File: src/rtl/frame_buffer_pkg.sv
// Shared types and default frame geometry for the frame-buffer write path.
package frame_buffer_pkg;

  typedef enum logic {
    IDLE    = 1'b0,
    CAPTURE = 1'b1
  } fb_state_t;

  localparam int FB_H_ACTIVE = 320;
  localparam int FB_V_ACTIVE = 240;
  localparam int FB_ADDR_W   = 18;

endpackage

File: src/rtl/fb_coord_tracker.sv
// Expected-coordinate tracker for the camera stream, with a running intra-bank
// address offset so pixel addresses need no multiplier.
module fb_coord_tracker
  import frame_buffer_pkg::*;
#(
  parameter int H_ACTIVE = FB_H_ACTIVE,
  parameter int V_ACTIVE = FB_V_ACTIVE,
  parameter int ADDR_W   = FB_ADDR_W
) (
  input  logic              clk_in,
  input  logic              rst_n_in,
  input  logic              clear,
  input  logic              load_first,
  input  logic              advance,
  output logic [10:0]       exp_h,
  output logic [9:0]        exp_v,
  output logic [ADDR_W-1:0] offset,
  output logic              last
);

  assign last = (exp_h == 11'(H_ACTIVE - 1)) && (exp_v == 10'(V_ACTIVE - 1));

  // load_first points at the pixel after (0,0), which the caller writes itself.
  always_ff @(posedge clk_in or negedge rst_n_in) begin
    if (!rst_n_in) begin
      exp_h  <= '0;
      exp_v  <= '0;
      offset <= '0;
    end else if (clear) begin
      exp_h  <= '0;
      exp_v  <= '0;
      offset <= '0;
    end else if (load_first) begin
      exp_h  <= 11'd1;
      exp_v  <= '0;
      offset <= ADDR_W'(1);
    end else if (advance) begin
      if (exp_h == 11'(H_ACTIVE - 1)) begin
        exp_h <= '0;
        exp_v <= exp_v + 10'd1;
      end else begin
        exp_h <= exp_h + 11'd1;
      end
      offset <= offset + ADDR_W'(1);
    end
  end

endmodule

File: src/rtl/frame_buffer_writer.sv
// Camera-to-BRAM frame writer with double buffering; the display bank flips
// only after the last write of a complete frame has been issued.
module frame_buffer_writer
  import frame_buffer_pkg::*;
#(
  parameter int H_ACTIVE = FB_H_ACTIVE,
  parameter int V_ACTIVE = FB_V_ACTIVE,
  parameter int ADDR_W   = FB_ADDR_W
) (
  input  logic              clk_in,
  input  logic              rst_n_in,
  input  logic              pixel_valid_in,
  input  logic [10:0]       hcount_in,
  input  logic [9:0]        vcount_in,
  input  logic [15:0]       pixel_in,
  input  logic              freeze_in,
  output logic              we_out,
  output logic [ADDR_W-1:0] addr_out,
  output logic [15:0]       data_out,
  output logic              read_bank_out,
  output logic              frame_done_out,
  output logic              sync_err_out
);

  // state   | meaning
  // IDLE    | waiting for (0,0) with freeze_in low
  // CAPTURE | writing an in-order frame into the bank opposite read_bank_out

  localparam logic [ADDR_W-1:0] FRAME_SIZE = ADDR_W'(H_ACTIVE * V_ACTIVE);

  fb_state_t         state;
  logic [10:0]       exp_h;
  logic [9:0]        exp_v;
  logic [ADDR_W-1:0] offset;
  logic              last;
  logic              in_range, is_origin, matched;
  logic              accept, start, advance, clear, err, commit;
  logic              commit_pending;
  logic              write_bank;
  logic [ADDR_W-1:0] wr_offset;

  assign in_range  = pixel_valid_in && (hcount_in < 11'(H_ACTIVE)) && (vcount_in < 10'(V_ACTIVE));
  assign is_origin = (hcount_in == '0) && (vcount_in == '0);
  assign matched   = (hcount_in == exp_h) && (vcount_in == exp_v);
  // A commit still pending has already claimed the flip, so target the bank it frees.
  assign write_bank = commit_pending ? read_bank_out : ~read_bank_out;
  assign wr_offset  = start ? '0 : offset;

  always_comb begin
    accept  = 1'b0;
    start   = 1'b0;
    advance = 1'b0;
    clear   = 1'b0;
    err     = 1'b0;
    commit  = 1'b0;
    if (in_range) begin
      case (state)
        IDLE: begin
          if (is_origin && !freeze_in) begin
            accept = 1'b1;
            start  = 1'b1;
          end
        end
        CAPTURE: begin
          if (matched) begin
            accept = 1'b1;
            if (last) begin
              commit = 1'b1;
              clear  = 1'b1;
            end else begin
              advance = 1'b1;
            end
          end else begin
            err = 1'b1;
            if (is_origin && !freeze_in) begin
              accept = 1'b1;
              start  = 1'b1;
            end else begin
              clear = 1'b1;
            end
          end
        end
        default: clear = 1'b1;
      endcase
    end
  end

  always_ff @(posedge clk_in or negedge rst_n_in) begin
    if (!rst_n_in) begin
      state          <= IDLE;
      we_out         <= 1'b0;
      addr_out       <= '0;
      data_out       <= '0;
      read_bank_out  <= 1'b0;
      frame_done_out <= 1'b0;
      sync_err_out   <= 1'b0;
      commit_pending <= 1'b0;
    end else begin
      if (start) begin
        state <= CAPTURE;
      end else if (commit || err) begin
        state <= IDLE;
      end
      we_out <= accept;
      if (accept) begin
        addr_out <= (write_bank ? FRAME_SIZE : '0) + wr_offset;
        data_out <= pixel_in;
      end
      sync_err_out   <= err;
      commit_pending <= commit;
      frame_done_out <= commit_pending;
      if (commit_pending) begin
        read_bank_out <= ~read_bank_out;
      end
    end
  end

  fb_coord_tracker #(
    .H_ACTIVE (H_ACTIVE),
    .V_ACTIVE (V_ACTIVE),
    .ADDR_W   (ADDR_W)
  ) u_tracker (
    .clk_in     (clk_in),
    .rst_n_in   (rst_n_in),
    .clear      (clear),
    .load_first (start),
    .advance    (advance),
    .exp_h      (exp_h),
    .exp_v      (exp_v),
    .offset     (offset),
    .last       (last)
  );

endmodule
File: config.mk
export PLATFORM = sky130hd
export DESIGN_NAME = frame_buffer_writer
export DESIGN_NICKNAME = d
export VERILOG_FILES = /design/src/rtl/frame_buffer_pkg.sv /design/src/rtl/fb_coord_tracker.sv /design/src/rtl/frame_buffer_writer.sv
export SDC_FILE = /design/constraint.sdc
export NUM_CORES = 1
export LEC_CHECK = 0
export ABC_CLOCK_PERIOD_IN_PS = 3000
export BUFFER_PORTS_ARGS = -buffer_cell sky130_fd_sc_hd__clkbuf_2
export CORE_ASPECT_RATIO = 0.75
export CORE_MARGIN = 2
export CORE_UTILIZATION = 40
export DETAILED_ROUTE_END_ITERATION = 6
export PLACE_DENSITY = 0.7
export SKIP_CTS_REPAIR_TIMING = 1
export SYNTH_ARGS = -nofsm -noshare
export SYNTH_HDL_FRONTEND = slang
export SYNTH_HIERARCHICAL = 1
export SYNTH_SLANG_ARGS = --single-unit
File: constraint.sdc
create_clock -name clk_in -period 3 [get_ports clk_in]
set_input_delay 0 -clock clk_in [delete_from_list [all_inputs] [get_ports clk_in]]
set_output_delay 0 -clock clk_in [all_outputs]
set_load 0.005 [all_outputs]
==> impl_metrics.ini <==
[critical_path]
startpoint_type = flip-flop
cpPeakStageDelay_ps = 460
timing.rr.end = addr_out[14]
critical_path.max_fanout = 4
required_ps = 3210
timing.critical_path.slowest_stage_cell = dfrtp_2
worstSetupEndpointType = flip-flop
worstPathArrival_ps = 3050
setup.worst_path.class = flip-flop to flip-flop
crit_chain = xnor2_2, nand4_1, nor4_4, buf_4, a31oi_4, and2b_1, ha_2, fa_1, buf_4, nand3_1, mux2_2, o221ai_1, o21ai_0
worst-r2r-cell-count = 13
reg2reg_from = u_tracker/exp_h[10]
critPathMostFrequentCell = buf_4
regToRegSetupSlack_ps = 160

[floorplan]
die_y_um = 92.08
die_w_um = 121.4
start_util = 0.4069
coreArea_um2 = 10170
rows = 32
io_pins = 79
die_area_um2 = 11180

[sta]
hold_violations = 0
worst_pin_slew_ps = 983.3
setup_viol = 0
fin_crit_sh = 0.9466
maxSlewHeadroom = 0.3445
finalClockSkew_ps = 4.510
clock.fmax_ghz = 0.3521
fin_crit_ps = 2840
slew_violations = 0

[worst_hold_path]
holdCritPathClass = primary input to flip-flop
worstHoldEndpoint = addr_out[17]
whs_path_depth = 5
holdCritStartpoint = pixel_valid_in

[global_routing]
grt_pass1_wl_um = 16460
antenna_found_initial = 0
grt_pass1_vias = 3424
grt_max_degree = 80
grt_use_total = 0.1874
grt_overflow_total = 0

[final_layout]
layout_commonest_cell = clkbuf_2
n_antenna_cell = 0
regArea_um2 = 1986
nNetsFinal = 592
drive_gt1_frac = 0.3193
multi_input_area_um2 = 2097
n_fill_cell = 921
final_cell_mix = 77 x clkbuf_2, 72 x dfrtp_1, 42 x nand2_1
fin_util = 0.5336
area_growth_pct = 31.15
final_cells = 684

[clock_tree]
cts_made_buffers = 9
insertion_delay_ps = 340
h-tree-depth = 3
cts.sinks = 79
clkTransAtPathRegs_ps = 60
clockRootBuffer = clkbuf_16
clk_path_buf_depth = 2
cts_tree = yes

[route]
drt_first_iter_violations = 222
vias = 3505
post_drt_via_cell_ratio = 5.124
drt_first_pass_iters = 4
drc = 0
wl_per_cell_um = 14.82
ant_nets = 0
routed_wl_um = 10130

[power_and_ir_drop]
leakagePower_nw = 2.607
ir_worst_vdd_mv = 0.2265
power_density_nw_per_um2 = 402.0

[yosys]
yosysWarnings = 6
synth_edf_count = 0
synthesis.nets = 462
netlist.area_leader.share = 0.4778
netlist_instances = 413
synth_seq_cells = 79
synth.cell_area_um2 = 4138
synth-main-ff-cell = dfrtp_1
seq_area_frac_synth = 0.4778
yosys.cell_types.count = 48
avgSynthCellArea_um2 = 10.02
async_flop_share = 1.000
yosys.area.top_type = dfrtp_1
yosys-top-cells-area = dfrtp_1 48%, xnor2_1 7.4%, mux2_2 6.0%

[placement]
dpl.cell_count = 644
routabilityCongestion = 0.9266
hpwl_um = 7249
portBuffers = 78

[flow_run]
maxCapViolCount = 0

[outcome]
outcome = finished clean
routing by layer:
metal / part of all wire / global-route usage / up-vias
met1: 0.48 / 0.2575 / 1690
met2: 0.46 / 0.2889 / 90
met3: 0.055 / 0.05286 / 9
li1: - / - / 1716
met4: 0.0096 / 0.05460 / 0
met5: 0 / 0 / -
critical path, delay by kind of cell (launching register included):
family	cells	cell delay, ps
AOI/OAI and AO/OA	3	360
adders and majority gates	2	370
xor gates and xnor gates	1	140
DFF	1	460
and+or+nand+nor	4	800
buffers and inverters	2	310
muxes	1	290
report_power, final:
group          switching (mW)  total [mW]  leakage (nW)  internal, mW
Combinational          0.0487      0.0956          1.40        0.0468
Clock                   0.436        1.02         0.131         0.585
Sequential        0.000000148        1.07          1.08          1.07
final cells by class:
type,count,share of cell area
clock buffers,10,0.04404
clock inverters,6,0.008301
inverters,13,0.008992
multi-input cells,308,0.3864
flip-flops and latches,79,0.3659
well taps,136,0.03136
repair buffers,132,0.1549
metrics by stage:
stage          total power, mW  area [µm²]  setup TNS [ps]  setup slack, ps  hold slack, ps
2_1_floorplan            1.103        4138               0            273.5          -295.6
3_5_place_dp             1.160        4863               0            92.70           234.2
5_1_grt                  2.275        5426         -0.8222          -0.8222           194.9
3_3_place_gp             1.160        4863               0            142.7           222.4
4_1_cts                  2.199        5147               0            80.45          -131.5
6_report                 2.181        5426               0            160.1           149.6
cell families (layout without fill, tap and decap cells):
family / Yosys count / in the layout / share of synthesized area
simple gates: 174 / 174 / 0.2247
flops: 79 / 79 / 0.4778
buf+inv: 26 / 161 / 0.02691
fa+ha+maj: 8 / 8 / 0.02600
mux: 25 / 25 / 0.06713
compound gates: 53 / 53 / 0.07590
xor+xnor: 48 / 48 / 0.1016
Yosys cell counts, types with 2 or more instances:
cell      count
dfrtp_1      79
nor2_1       40
ha_1          7
nand4_1      15
o21ai_0      23
nor4_2        2
o31ai_1       3
a21oi_1      17
and4_1        4
nor3_1        9
nand3_1      19
nand2_1      42
mux2_2       22
a31oi_1       2
or4_1         3
buf_2         5
inv_1        13
xor2_1       13
and2b_1       4
mux2i_1       3
xnor2_1      35
nor4_1        8
clkbuf_1      7
or3_1        10
and3_1        5
how the worst max path moves through the flow:
stage / startpoint / to
CTS: u_tracker/exp_h[8] / addr_out[14]
detailed placement: vcount_in[9] / addr_out[16]
global placement: vcount_in[9] / addr_out[16]
finish: u_tracker/exp_h[10] / addr_out[14]
global route: u_tracker/exp_h[10] / addr_out[14]
floorplan: u_tracker/exp_v[4] / u_tracker/offset[1]
sequential cells by signal, summed over array words and instances (netlist names), 10 cells and up:
signal,count
data_out,16
u_tracker/offset,18
u_tracker/exp_v,10
u_tracker/exp_h,11
addr_out,18
Note: power is estimated with default switching activity, not from simulation.
